==> src/rtl/alu_seq_decoder_pkg.sv <==
// Shared types and constants for the ALU sequencer W-stream decoder.
package alu_seq_pkg;

  localparam int W_WIDTH   = 6;
  localparam int MAX_STEPS = 8;
  localparam int STEP_W    = 4;

  typedef enum logic [2:0] {
    ST_IDLE   = 3'd0,
    ST_BASE   = 3'd1,
    ST_DECODE = 3'd2,
    ST_DONE   = 3'd3,
    ST_ERROR  = 3'd4
  } state_t;

  // Op encoding shared with the sequencer controller.
  typedef enum logic [1:0] {
    OP_ADD = 2'd0,
    OP_SUB = 2'd1,
    OP_MUL = 2'd2,
    OP_DIV = 2'd3
  } op_t;

  // Highest-priority matching op: add > sub > mul > div. Caller handles m==0.
  function automatic op_t op_prio(input logic [3:0] m);
    op_t r;
    if (m[OP_ADD])      r = OP_ADD;
    else if (m[OP_SUB]) r = OP_SUB;
    else if (m[OP_MUL]) r = OP_MUL;
    else                r = OP_DIV;
    return r;
  endfunction

  // More than one bit set in the match vector.
  function automatic logic multi_hot(input logic [3:0] m);
    return (m & (m - 4'd1)) != 4'd0;
  endfunction

endpackage

==> src/rtl/alu_seq_decoder_if.sv <==
// Observer bus: W sample stream in, decoded op reports out.
interface alu_seq_decoder_if #(
  parameter int W_WIDTH = alu_seq_pkg::W_WIDTH,
  parameter int STEP_W  = alu_seq_pkg::STEP_W
);
  logic               start;
  logic               in_valid;
  logic [W_WIDTH-1:0] in_w;
  logic               op_valid;
  logic [1:0]         op;
  logic [STEP_W-1:0]  op_step;
  logic               ambig;
  logic               mismatch;
  logic               done;
  logic               busy;

  // Side that feeds samples and consumes reports.
  modport master (
    output start, in_valid, in_w,
    input  op_valid, op, op_step, ambig, mismatch, done, busy
  );

  // Decoder side.
  modport slave (
    input  start, in_valid, in_w,
    output op_valid, op, op_step, ambig, mismatch, done, busy
  );
endinterface

==> src/rtl/alu_seq_decoder_matcher.sv <==
// Combinational check of which ops could turn prev into cur with operand b.
// Bit index of match_o equals the op_t code.
module alu_op_matcher #(
  parameter int W_WIDTH = alu_seq_pkg::W_WIDTH,
  parameter int STEP_W  = alu_seq_pkg::STEP_W
) (
  input  logic [W_WIDTH-1:0] prev_i,
  input  logic [STEP_W-1:0]  b_i,
  input  logic [W_WIDTH-1:0] cur_i,
  output logic [3:0]         match_o
);
  import alu_seq_pkg::*;

  logic [W_WIDTH-1:0] bw;
  logic [W_WIDTH-1:0] sum, diff, prod, quot;

  // All arithmetic is modulo 2^W_WIDTH; divide is guarded against b==0.
  always_comb begin
    bw      = W_WIDTH'(b_i);
    sum     = prev_i + bw;
    diff    = prev_i - bw;
    prod    = prev_i * bw;
    quot    = (bw != '0) ? (prev_i / bw) : '0;
    match_o = '0;
    match_o[OP_ADD] = (sum  == cur_i);
    match_o[OP_SUB] = (diff == cur_i);
    match_o[OP_MUL] = (prod == cur_i);
    match_o[OP_DIV] = (bw != '0) && (quot == cur_i);
  end

endmodule

==> src/rtl/alu_seq_decoder.sv <==
// Protocol checker beside the ALU sequencer: recovers the op applied at
// each step of the W register stream, mirroring the producer's B counter.
module alu_seq_decoder #(
  parameter int W_WIDTH   = alu_seq_pkg::W_WIDTH,
  parameter int MAX_STEPS = alu_seq_pkg::MAX_STEPS,
  parameter int STEP_W    = alu_seq_pkg::STEP_W
) (
  input  logic               clk,
  input  logic               reset,
  alu_seq_decoder_if.slave   bus
);
  import alu_seq_pkg::*;

  state_t             state_q, state_d;
  logic [W_WIDTH-1:0] prev_q, prev_d;
  logic [STEP_W-1:0]  b_q, b_d;
  logic               op_valid_q, op_valid_d;
  op_t                op_q, op_d;
  logic [STEP_W-1:0]  op_step_q, op_step_d;
  logic               ambig_q, ambig_d;
  logic               mismatch_q, mismatch_d;
  logic               done_q, done_d;
  logic [3:0]         match;

  alu_op_matcher #(.W_WIDTH(W_WIDTH), .STEP_W(STEP_W)) u_match (
    .prev_i  (prev_q),
    .b_i     (b_q),
    .cur_i   (bus.in_w),
    .match_o (match)
  );

  // Next-state and registered-output logic; start overrides every state.
  always_comb begin
    state_d    = state_q;
    prev_d     = prev_q;
    b_d        = b_q;
    op_valid_d = 1'b0;
    op_d       = op_q;
    op_step_d  = op_step_q;
    ambig_d    = ambig_q;
    mismatch_d = mismatch_q;
    done_d     = done_q;
    if (bus.start) begin
      state_d    = ST_BASE;
      b_d        = STEP_W'(1);
      mismatch_d = 1'b0;
      done_d     = 1'b0;
    end else begin
      unique case (state_q)
        ST_BASE: begin
          if (bus.in_valid) begin
            prev_d  = bus.in_w;
            state_d = ST_DECODE;
          end
        end
        ST_DECODE: begin
          if (bus.in_valid) begin
            op_valid_d = 1'b1;
            op_step_d  = b_q;
            prev_d     = bus.in_w;
            b_d        = b_q + STEP_W'(1);
            if (match == 4'd0) begin
              // Nothing explains this sample: report op 0 and stop decoding.
              op_d       = OP_ADD;
              ambig_d    = 1'b0;
              mismatch_d = 1'b1;
              state_d    = ST_ERROR;
            end else begin
              op_d    = op_prio(match);
              ambig_d = multi_hot(match);
              if (b_q == STEP_W'(MAX_STEPS)) begin
                done_d  = 1'b1;
                state_d = ST_DONE;
              end
            end
          end
        end
        default: ;  // IDLE, DONE, ERROR ignore samples
      endcase
    end
  end

  // State and output registers, synchronous reset.
  always_ff @(posedge clk) begin
    if (reset) begin
      state_q    <= ST_IDLE;
      prev_q     <= '0;
      b_q        <= '0;
      op_valid_q <= 1'b0;
      op_q       <= OP_ADD;
      op_step_q  <= '0;
      ambig_q    <= 1'b0;
      mismatch_q <= 1'b0;
      done_q     <= 1'b0;
    end else begin
      state_q    <= state_d;
      prev_q     <= prev_d;
      b_q        <= b_d;
      op_valid_q <= op_valid_d;
      op_q       <= op_d;
      op_step_q  <= op_step_d;
      ambig_q    <= ambig_d;
      mismatch_q <= mismatch_d;
      done_q     <= done_d;
    end
  end

  assign bus.op_valid = op_valid_q;
  assign bus.op       = op_q;
  assign bus.op_step  = op_step_q;
  assign bus.ambig    = ambig_q;
  assign bus.mismatch = mismatch_q;
  assign bus.done     = done_q;
  assign bus.busy     = (state_q == ST_BASE) || (state_q == ST_DECODE);

endmodule

==> src/flat_wrapper.sv <==
// flat-port wrapper written by rule: the top's interface ports become plain ports
module alu_seq_decoder_flat import alu_seq_pkg::*;
#(
  parameter int W_WIDTH   = alu_seq_pkg::W_WIDTH,
  parameter int MAX_STEPS = alu_seq_pkg::MAX_STEPS,
  parameter int STEP_W    = alu_seq_pkg::STEP_W
)
  (clk, reset, bus_start, bus_in_valid, bus_in_w, bus_op_valid, bus_op, bus_op_step, bus_ambig, bus_mismatch, bus_done, bus_busy);
  alu_seq_decoder_if #(.W_WIDTH(W_WIDTH), .STEP_W(STEP_W)) bus_i ();
  input  logic clk;
  input  logic reset;
  input wire logic [$bits(bus_i.start)-1:0] bus_start;
  input wire logic [$bits(bus_i.in_valid)-1:0] bus_in_valid;
  input wire logic [$bits(bus_i.in_w)-1:0] bus_in_w;
  output wire logic [$bits(bus_i.op_valid)-1:0] bus_op_valid;
  output wire logic [$bits(bus_i.op)-1:0] bus_op;
  output wire logic [$bits(bus_i.op_step)-1:0] bus_op_step;
  output wire logic [$bits(bus_i.ambig)-1:0] bus_ambig;
  output wire logic [$bits(bus_i.mismatch)-1:0] bus_mismatch;
  output wire logic [$bits(bus_i.done)-1:0] bus_done;
  output wire logic [$bits(bus_i.busy)-1:0] bus_busy;
  assign bus_i.start = bus_start;
  assign bus_i.in_valid = bus_in_valid;
  assign bus_i.in_w = bus_in_w;
  assign bus_op_valid = bus_i.op_valid;
  assign bus_op = bus_i.op;
  assign bus_op_step = bus_i.op_step;
  assign bus_ambig = bus_i.ambig;
  assign bus_mismatch = bus_i.mismatch;
  assign bus_done = bus_i.done;
  assign bus_busy = bus_i.busy;
  alu_seq_decoder #(.W_WIDTH(W_WIDTH), .MAX_STEPS(MAX_STEPS), .STEP_W(STEP_W)) u_core (.clk(clk), .reset(reset), .bus(bus_i));
endmodule
==> config.mk <==
export PLATFORM = sky130hd
export DESIGN_NAME = alu_seq_decoder_flat
export DESIGN_NICKNAME = d
export VERILOG_FILES = /design/src/rtl/alu_seq_decoder_pkg.sv /design/src/rtl/alu_seq_decoder_if.sv /design/src/rtl/alu_seq_decoder_matcher.sv /design/src/rtl/alu_seq_decoder.sv /design/src/flat_wrapper.sv
export SDC_FILE = /design/constraint.sdc
export NUM_CORES = 1
export LEC_CHECK = 0
export ABC_AREA = 1
export ABC_CLOCK_PERIOD_IN_PS = 16400
export BUFFER_PORTS_ARGS = -buffer_cell sky130_fd_sc_hd__buf_2
export CAP_MARGIN = 20
export CORE_ASPECT_RATIO = 0.5
export CORE_MARGIN = 10
export CORE_UTILIZATION = 30
export CTS_BUF_LIST = sky130_fd_sc_hd__clkbuf_2 sky130_fd_sc_hd__clkbuf_4 sky130_fd_sc_hd__clkbuf_8
export DETAILED_ROUTE_END_ITERATION = 6
export PLACE_DENSITY = 0.53
export SYNTH_ARGS = -nofsm -noshare
export SYNTH_HDL_FRONTEND = slang
export SYNTH_HIERARCHICAL = 1
export SYNTH_SLANG_ARGS = --single-unit
==> constraint.sdc <==
create_clock -name clk -period 16.4 [get_ports clk]
set_input_delay 1.64 -clock clk [delete_from_list [all_inputs] [get_ports clk]]
set_output_delay 1.64 -clock clk [all_outputs]
set_load 0.02 [all_outputs]
Yosys cells after proc, flatten, opt, wreduce, memory -nomap -nowiden. Index checks and enable logic that the tools add are counted. W data, S select, Z words.

Bits in registers: 23. Bits of input ports: 10. Output and inout port bits: 11.

Add/subtract/negate cells: 4. Multiply operators: 1. Divide/modulo/power cells: 1. Equal/unequal tests: 13. Muxes and demuxes: 16. Bitwise operators: 4. Reductions and logical operators: 20.

Operator list (count): $eq A6 B6 Y1 (4); $mux W3 (4); $reduce_and A4 Y1 (3); $reduce_and A3 Y1 (3); $reduce_bool A4 Y1 (2); $mux W1 (7); $add A6 B4 Y6 (1); $div A6 B4 Y6 (1); $mul A6 B4 Y6 (1); $mux W2 (3); $mux W6 (1); $ne A3 B3 Y1 const B (2); $pmux W3 S2 (1); $reduce_bool A2 Y1 (3); $sub A6 B4 Y6 (1); $add A4 B1 Y4 const B (1); $and A4 B4 Y4 (1); $eq A4 B4 Y1 const B (1); $logic_not A4 Y1 (1); $ne A2 B2 Y1 const B (2); $ne A4 B2 Y1 const B (1); $reduce_and A2 Y1 (2); $reduce_or A2 Y1 (2); $sub A4 B1 Y4 const B (1); 8 further kinds (10).

Depth between registers and ports, before layout. Gate-level depths: netlist of the first run.

Depth in word-level cells: 9. Depth in mapped cells: 57.

Modules after synthesis. The synthesis of the first run kept the hierarchy.

By module, submodules not included: alu_op_matcher (times used 1, cells each 270, area an instance 1808.0 um^2, seq. area each 0.0 um^2); alu_seq_decoder (times used 1, cells each 134, area an instance 1044.8 um^2, seq. area each 460.4 um^2).

Worst setup path before layout of the first run. Ideal clock, no wire load.

Kind: register to register. Start: register u_core.b_q[0]. End: register u_core.state_q[0]. Setup time: 0.064 ns. Arrival: 6.621 ns. Required time: 16.336 ns. Slack: 9.716 ns. Cell stages (with the launch flop): 57. Clock period less this slack: 6.684 ns. Cells stage by stage: dfxtp_1 -> inv_1 -> ha_1 -> inv_1 -> nand2_1 -> nand3_4 -> nand2_2 -> nand2_2 -> ha_1 -> nand2_1 -> nand3b_1 -> nand2_2 -> inv_2 -> nand2_1 -> nand2_1 -> inv_1 -> ha_1 -> nand2_1 -> [21 not listed] -> o21a_1 -> o21ai_0 -> nand2_1 -> a21oi_1 -> nand2_1 -> inv_1 -> nand3_1 -> nand2_1 -> nand2_1 -> nand2_1 -> nor2_2 -> nor2_1 -> nand2_1 -> nand3_1 -> nand3_2 -> nand2_1 -> nand2_1 -> nor2_1.

Word-level cells in the longest chain between the ends: 9.

RTL lines: start, declared (line alu_seq_decoder.sv:16) `logic [STEP_W-1:0] b_q, b_d;`; start signal, assigned (line alu_seq_decoder.sv:88) `b_q <= '0;`; start signal, assigned (line alu_seq_decoder.sv:98) `b_q <= b_d;`; $div A6 B4 Y6 / $reduce_bool A4 Y1 (equally long branches) (line alu_seq_decoder_matcher.sv:23, alu_seq_decoder_matcher.sv:28); $mux W6 (line alu_seq_decoder_matcher.sv:23) `quot = (bw != '0) ? (prev_i / bw) : '0;`; $eq A6 B6 Y1 (line alu_seq_decoder_matcher.sv:28) `match_o[OP_DIV] = (bw != '0) && (quot == cur_i);`; $logic_and A1 B1 Y1 (*) (line alu_seq_decoder_matcher.sv:28); named net u_core.match[3] (line alu_seq_decoder.sv:23) `logic [3:0] match;`; $logic_not A4 Y1 (*) (line alu_seq_decoder.sv:62) `if (match == 4'd0) begin`; $mux W3 (line alu_seq_decoder.sv:62); $mux W3 (line alu_seq_decoder.sv:57) `if (bus.in_valid) begin`; $pmux W3 S2 (line alu_seq_decoder.sv:49) `unique case (state_q)`; $mux W1 (line alu_seq_decoder.sv:43) `if (bus.start) begin`; end signal, assigned (line alu_seq_decoder.sv:96) `state_q <= state_d;`; end, declared (line alu_seq_decoder.sv:14) `state_t state_q, state_d;`.

The timed path passes the listed nets; every way through them passes the cells marked *. The select of a mux whose other input is x is not followed. A chain may end at the register's enable or synchronous reset.

Final worst setup path of the first run. Ends and elaborated chain as after synthesis.

==> reports/qor.yml, run 1 <==
worst_setup_path:
  arrival_ns: 8.06
  end_kind: "flip-flop"
  reg2reg_slack_ns: 8.55
  cp_slowest_cell: "dfxtp_1"
  endpoint: "u_core/state_q[0]"
  reg2regPathDepth: 56
  r2r-end: "u_core/state_q[0]"
  critPathMaxFanout: 15
  r2r_start: "u_core/b_q[0]"
  crit_path_max_incr_delay_ns: 0.69
  critical_path_required_ns: 16.61
  start_kind: "flip-flop"
  crit_top_cell: "nand2_1"
  worstSetupPathType: "reg2reg"
  cp-startpoint: "u_core/b_q[0]"
clock_network:
  clk_latency_ns: 0.27
  post_cts_buffers: 0
  clock_path_buffers: 2
  h-tree-depth: 1
  root_buffer: "clkbuf_8"
  cts_made_buffers: 3
  cts_tree: "built"
  cts_hold_buf: 0
  clk_pin_slew_worst_paths_ns: 0.09
  clkSinkCount: 23
  cts_resized: 0
finish:
  final_common_cell: "nand2_1"
  nNetsFinal: 480
  finish.instance_area_mm2: 0.00313
  nFillCells: 1010
  seq_area_um2: 460
  drive_gt1_share_pct: 13.7
  n_antenna_cell: 0
  final_cell_mix: "83 x nand2_1, 57 x inv_1, 38 x ha_1"
  multi_input_area_mm2: 0.00213
  syn_to_final_growth_pct: 9.74
place:
  portBuffers: 20
  dpl-instance-area_mm2: 0.00308
  post-dp-hpwl_um: 5550
  place.gp.congestion: 0.849
synth:
  synth_edf_count: 0
  synth_warnings: 6
  syn-instance-count: 404
  yosysUniqueCellTypes: 41
  ys_async_sr_fraction_pct: 0
  avgSynthCellArea_um2: 7.06
  syn-cell-area_mm2: 0.00285
  synth_nets: 459
  synth-seq-cells: 23
  synth-seq-area-share_pct: 16.1
  synth_ff_type: "dfxtp_1"
drt:
  drtAntennaViolNets: 0
  first_pass_iters: 4
  drt_first_iter_violations: 103
  wire_per_inst_um: 12.8
  avgViaCountPerCell: 4.61
  vias: 2514
  remaining_drc_errors: 0
  wl_um: 6980
floorplanning:
  ios: 21
  start_util_pct: 30.5
  die_x_um: 158
  num_rows: 25
  fp.dieH_um: 89.0
  dieArea_mm2: 0.0140
  core-area_mm2: 0.00935
grt:
  busiest_layer: "met2"
  grt_pass1_vias: 2501
  met2_usage_pct: 17.8
  grt_max_degree: 16
  grt-ovfl-total: 0
  grt_usage_pct: 10.2
  grt_pass1_wl_um: 11900
  use_met1_pct: 13.6
  grt_antenna_before_repair: 0
  grtUsageMet3_pct: 0.913
pwr:
  pwr_density_cell_mw_per_mm2: 71.7
  p_leak_nw: 1.58
  vdd_ir_drop_max_mv: 0.0316
timing:
  tightest_slew_ns: 0.567
  finalSetupViolCount: 0
  clock_skew_ns: 0.0112
  setup_tns_ns: 0
  max_freq_ghz: 0.127
  drv_slew: 0
  slew_headroom_pct: 62.0
  hold_viol: 0
  rsz0062_at_grt: "no"
  period_needed_ns: 7.85
  period_share_pct: 47.8
run_status:
  status: "finished, final reports clean"
min_path:
  hold_class: "reg2reg"
job:
  max_cap_violations: 0
## report_power, final
| part | total, W | switching (W) | internal (W) | leakage [nW] |
|---|---|---|---|---|
| logic | 0.000129 | 0.0000789 | 0.0000506 | 1.37 |
| registers | 0.0000598 | 0.00000271 | 0.0000571 | 0.186 |
| clock network | 0.0000351 | 0.0000182 | 0.0000169 | 0.0255 |
## flip-flops by register name, summed over array words and instances, names as in the netlist
signal,cells
u_core/prev_q,6
u_core/b_q,4
u_core/bus.op_step,4
u_core/state_q,3
u_core/bus.done,1
u_core/bus.ambig,1
u_core/bus.op_valid,1
u_core/bus.op,2
u_core/bus.mismatch,1
## kinds of logic after synthesis
family	count (synthesis)	synth area share (%)
buf+inv	66	9.34
simple gates	184	32.3
xor+xnor	32	9.82
fa+ha+maj	45	21.6
flops	23	16.1
compound gates	54	10.8
## layer usage
| layer | vias up | wire length, um |
|---|---|---|
| li1 | 1345 | - |
| met2 | 26 | 3120 |
| met1 | 1139 | 3600 |
| met5 | - | 0 |
| met3 | 4 | 207 |
| met4 | 0 | 54 |
## critical path: cells and delay by family (launching register included)
family	cells	cell delay, ns
buffers and inverters	6	0.55
AND/OR/NAND/NOR	35	3.15
flip-flops	1	0.69
adder cells (fa/ha/maj)	6	1.83
AO/OA/AOI/OAI	9	1.54
## cell type report
| class | instances | share of cell area (%) |
|---|---|---|
| Clock inverter | 1 | 0.160 |
| Timing Repair Buffer | 20 | 3.20 |
| Tap cell | 121 | 4.84 |
| Multi-Input combinational cell | 315 | 67.9 |
| Inverter | 62 | 7.87 |
| Clock buffer | 3 | 1.32 |
| Sequential cell | 23 | 14.7 |
## stage by stage
step	hold WS [ns]	util [%]	std cells	worst slack (ns)	power (W)
floorplan	0.459	-	404	9.72	0.000167
global placement	0.453	33.0	541	8.75	0.000190
detailed placement	0.458	33.0	541	8.56	0.000191
CTS	0.488	33.5	545	8.52	0.000227
global route	0.523	33.5	545	7.61	0.000250
finish	0.484	33.5	545	8.55	0.000224
## cell usage after synthesis, types with 2 or more instances
| cell type | n | area [um2] |
|---|---|---|
| xnor2_1 | 17 | 149 |
| fa_1 | 7 | 140 |
| a211oi_1 | 2 | 15.0 |
| nor2_2 | 4 | 25.0 |
| a21oi_1 | 25 | 125 |
| nand2_1 | 83 | 312 |
| nand3_2 | 3 | 30.0 |
| nand2_2 | 6 | 37.5 |
| or2_2 | 4 | 25.0 |
| nand3_4 | 3 | 52.6 |
| clkbuf_1 | 2 | 7.51 |
| nand3_1 | 22 | 110 |
| ha_1 | 38 | 475 |
| inv_1 | 57 | 214 |
| o21ai_0 | 12 | 60.1 |
| dfxtp_1 | 23 | 460 |
| xor2_1 | 15 | 131 |
| o221ai_1 | 2 | 17.5 |
| nor2_1 | 36 | 135 |
| nand2_4 | 2 | 22.5 |
| nor3_2 | 2 | 20.0 |
| o21ai_1 | 7 | 35.0 |
| nand4_1 | 12 | 75.1 |
| inv_2 | 3 | 11.3 |
## worst min path at each step
stage / cells after the start / start / end
finish: 2 / u_core/bus.mismatch / u_core/bus.mismatch
global route: 2 / u_core/bus.op_step[1] / u_core/bus.op_step[1]
CTS: 2 / u_core/bus.mismatch / u_core/bus.mismatch
detailed placement: 2 / u_core/bus.mismatch / u_core/bus.mismatch
global placement: 2 / u_core/bus.mismatch / u_core/bus.mismatch
floorplan: 2 / u_core/state_q[2] / u_core/state_q[2]
(Power assumes the default switching activity.)
==> run 2: changes to the inputs <==
--- a/config.mk
+++ b/config.mk
@@ -5,8 +5,8 @@
 export SDC_FILE = /design/constraint.sdc
 export NUM_CORES = 1
 export LEC_CHECK = 0
-export ABC_AREA = 1
-export ABC_CLOCK_PERIOD_IN_PS = 16400
+export ABC_AREA = 0
+export ABC_CLOCK_PERIOD_IN_PS = 6300
 export BUFFER_PORTS_ARGS = -buffer_cell sky130_fd_sc_hd__buf_2
 export CAP_MARGIN = 20
 export CORE_ASPECT_RATIO = 0.5
@@ -14,7 +14,7 @@
 export CORE_UTILIZATION = 30
 export CTS_BUF_LIST = sky130_fd_sc_hd__clkbuf_2 sky130_fd_sc_hd__clkbuf_4 sky130_fd_sc_hd__clkbuf_8
 export DETAILED_ROUTE_END_ITERATION = 6
-export PLACE_DENSITY = 0.53
+export PLACE_DENSITY = 0.55
 export SYNTH_ARGS = -nofsm -noshare
 export SYNTH_HDL_FRONTEND = slang
 export SYNTH_HIERARCHICAL = 1
==> constraint.sdc (replaced) <==
create_clock -name clk -period 6.3 [get_ports clk]
set_input_delay 0.63 -clock clk [delete_from_list [all_inputs] [get_ports clk]]
set_output_delay 0.63 -clock clk [all_outputs]
set_load 0.02 [all_outputs]
==> run 2 against run 1 <==
  * The flow now finishes with violations (negative setup slack)
  * Count of clock-buffer cells in the layout is the same
  * Utilization grew 9.7 points
  * Worst hold slack lost 0.012 ns
  * Via count grew 12%
  * Area after synthesis shrank 1.1%
  * Synthesized cell count shrank 13%
  * Routed wire length grew 16%
  * Die area shrank 0.94%
  * Critical endpoint unchanged
  * Largest cell class unchanged
  * Non-clock buffer count grew 70
==> reports/qor.yml, run 2 <==
synth:
  syn-instance-count: 350  # -13%
  synth_common_cells: "38 x ha_1, 32 x a21oi_1, 31 x o21ai_0"
  synth_most_common_cell: "ha_1"
  yosysUniqueCellTypes: 55  # +34%
  synth_edf_count: 0  # unchanged
  avgSynthCellArea_um2: 8.06  # +14%
  synth-seq-area-share_pct: 16.3  # +0.19 points
  synth_top_area_share_pct: 16.9  # +0.19 points
  syn-cell-area_mm2: 0.00282  # -1.1%
  ys_async_sr_fraction_pct: 0  # unchanged
  synth_nets: 405  # -12%
  synth_top_area_cell: "ha_1"
  synth_warnings: 6  # unchanged
  synth_ff_type: "dfxtp_1"
  synthTopCellsByArea: "ha_1 17%, dfxtp_1 16%, xnor2_1 8.7%"
  synth-seq-cells: 23  # unchanged
drt:
  first_pass_iters: 4  # unchanged
  drt_first_iter_violations: 146  # +42%
  drtAntennaViolNets: 0  # unchanged
  vias: 2812  # +12%
  remaining_drc_errors: 0  # unchanged
  wire_per_inst_um: 14.8  # +16%
  wl_um: 8130  # +16%
  avgViaCountPerCell: 5.13  # +11%
timing:
  clock_skew_ns: 0.00248  # -0.00871 ns
  max_freq_ghz: 0.140  # +9.5%
  finalSetupViolCount: 8  # +8
  rsz0062_at_grt: "yes"
  hold_viol: 0  # unchanged
  slew_headroom_pct: 28.0  # -34 points
  tightest_slew_ns: 1.07  # +0.504 ns
  worst_slack_ns: -0.864  # -9.42 ns
  period_needed_ns: 7.16  # -0.683 ns
  drv_slew: 0  # unchanged
  period_share_pct: 114  # +66 points
  setup_tns_ns: -5.93  # -5.93 ns
pwr:
  pwr_density_cell_mw_per_mm2: 208  # +190%
  vdd_ir_drop_max_mv: 0.146  # +360%
  p_leak_nw: 1.62  # +2.0%
worst_setup_path:
  r2r_start: "u_core/b_q[0]"
  worstSetupPathType: "reg2reg"
  critical_path_required_ns: 6.49  # -10.12 ns
  cp-startpoint: "u_core/b_q[0]"
  arrival_ns: 7.36  # -0.70 ns
  reg2regPathDepth: 34  # -39%
  cp_slowest_cell: "or4_4"
  start_kind: "flip-flop"
  r2r-end: "u_core/state_q[0]"
  critPathMaxFanout: 6  # -9
  reg2reg_slack_ns: -0.86  # -9.42 ns
  end_kind: "flip-flop"
  crit_path_max_incr_delay_ns: 0.51  # -0.18 ns
job:
  max_cap_violations: 0  # unchanged
finish:
  stdcell_count: 548  # +0.55%
  finish.instance_area_mm2: 0.00385  # +23%
  largest_register_ffs: 6  # unchanged
  regMostFlops: "u_core/prev_q"
  nNetsFinal: 487  # +1.5%
  syn_to_final_growth_pct: 36.6
  drive_gt1_share_pct: 32.7  # +19 points
  n_antenna_cell: 0  # unchanged
  final_common_cell: "buf_4"
  fin_util_pct: 43.2  # +9.7 points
  final_cell_mix: "68 x buf_4, 34 x ha_1, 28 x xnor2_1"
place:
  portBuffers: 20  # unchanged
  dp_slack_ns: -1.06  # -9.63 ns
  dpl-instance-area_mm2: 0.00354  # +15%
  dp_cells: 531  # -1.8%
  post-dp-hpwl_um: 6180  # +11%
  place.gp.congestion: 0.808  # -4.9%
grt:
  grt_pass1_vias: 2735  # +9.4%
  grt_antenna_before_repair: 0  # unchanged
  met2_usage_pct: 19.4  # +1.6 points
  grt_usage_pct: 11.4  # +1.2 points
  grt-ovfl-total: 0  # unchanged
  busiest_layer: "met2"
  grt_pass1_wl_um: 13300  # +12%
  use_met1_pct: 15.5  # +1.9 points
  grt_max_degree: 19  # +3
  grtUsageMet3_pct: 1.11  # +0.20 points
floorplanning:
  die_x_um: 157  # -0.50%
  fp.dieH_um: 88.6  # -0.44%
  core-area_mm2: 0.00892  # -4.6%
  ios: 21  # unchanged
  dieArea_mm2: 0.0139  # -0.94%
  num_rows: 24  # -4.0%
  start_util_pct: 31.6  # +1.1 points
clock_network:
  cts_made_buffers: 3  # unchanged
  clkSinkCount: 23  # unchanged
  cts_tree: "built"
  clk_pin_slew_worst_paths_ns: 0.08  # about the same
  h-tree-depth: 1  # unchanged
  clk_latency_ns: 0.26  # about the same
  cts_hold_buf: 0  # unchanged
  clock_path_buffers: 2  # unchanged
  root_buffer: "clkbuf_8"
run_status:
  violations: "negative setup slack"
  status: "finished with violations"
min_path:
  hold_class: "reg2reg"
  whs_path_depth: 1  # -1
  whs_endpoint: "u_core/bus.mismatch"
  hp-start: "u_core/bus.mismatch"
run 2: cell types whose count changed in the layout (fill, tap and decap cells not counted), moves of 9 or more:
cell,change
nand2_1,-69
buf_4,+68
inv_1,-39
nor2_1,-17
o21a_1,+12
o21ai_0,+12
xnor2_1,+11
nand3_1,-10
nand4_1,-9
run 2: logic make-up (layout without fill, tap and decap cells):
logic type	after synthesis	after routing	synth area share [%]
AOI/OAI and AO/OA	105	105	24.0
and+or+nand+nor	101	101	19.8
adders and majority gates	46	46	22.2
xor gates and xnor gates	37	37	11.5
buffers and inverters	34	115	4.61
DFF	23	23	16.3
muxes	4	4	1.51
run 2: how the worst max path moves through the flow:
stage	end	slack (ns)
floorplan	u_core/state_q[0]	-0.76
global placement	u_core/state_q[0]	-1.08
detailed placement	u_core/state_q[0]	-1.06
CTS	u_core/state_q[0]	-0.80
global route	u_core/state_q[0]	-1.24
finish	u_core/state_q[0]	-0.86
run 2: critical path, delay by kind of cell, from the launching register on:
family / cells / cell delay (ns)
buf+inv: 3 / 0.15
flops: 1 / 0.36
compound gates: 14 / 2.70
fa+ha+maj: 6 / 1.49
simple gates: 8 / 1.56
mux: 3 / 0.81
run 2: final cells by class:
type	instances	area (um2)
timing repair buffer	90	633
tap	117	146
fill	908	5060
inverter	21	81.3
clock buffer	3	41.3
sequential	23	464
clock inverter	1	5.00
multi-input combinational	293	2480
run 2: power breakdown:
part           internal, W  switching [W]  total [W]
sequential        0.000148     0.00000468   0.000152
clock            0.0000441      0.0000467  0.0000908
combinational     0.000298       0.000262   0.000560
total             0.000490       0.000313   0.000803
run 2: per-stage QoR:
stage	total power (W)	hold WS, ns
detailed placement	0.000626	0.452
global route	0.000865	0.500
finish	0.000803	0.471
global placement	0.000628	0.448
floorplan	0.000457	0.453
CTS	0.000765	0.475
run 2: per-layer routing:
layer / part of all wire, % / routed length, um / vias up
met5: 0 / 0 / -
met1: 49 / 3980 / 1339
li1: - / - / 1426
met3: 4.0 / 324 / 4
met2: 47 / 3790 / 43
met4: 0.44 / 36 / 0
run 2: what timing repair did:
action / 4_1_cts / 5_1_grt
setup buffers: 12 / 2
gates resized for setup: 20 / 19
endpoints found under the setup margin: 8 / 8
pin swaps: 27 / 30
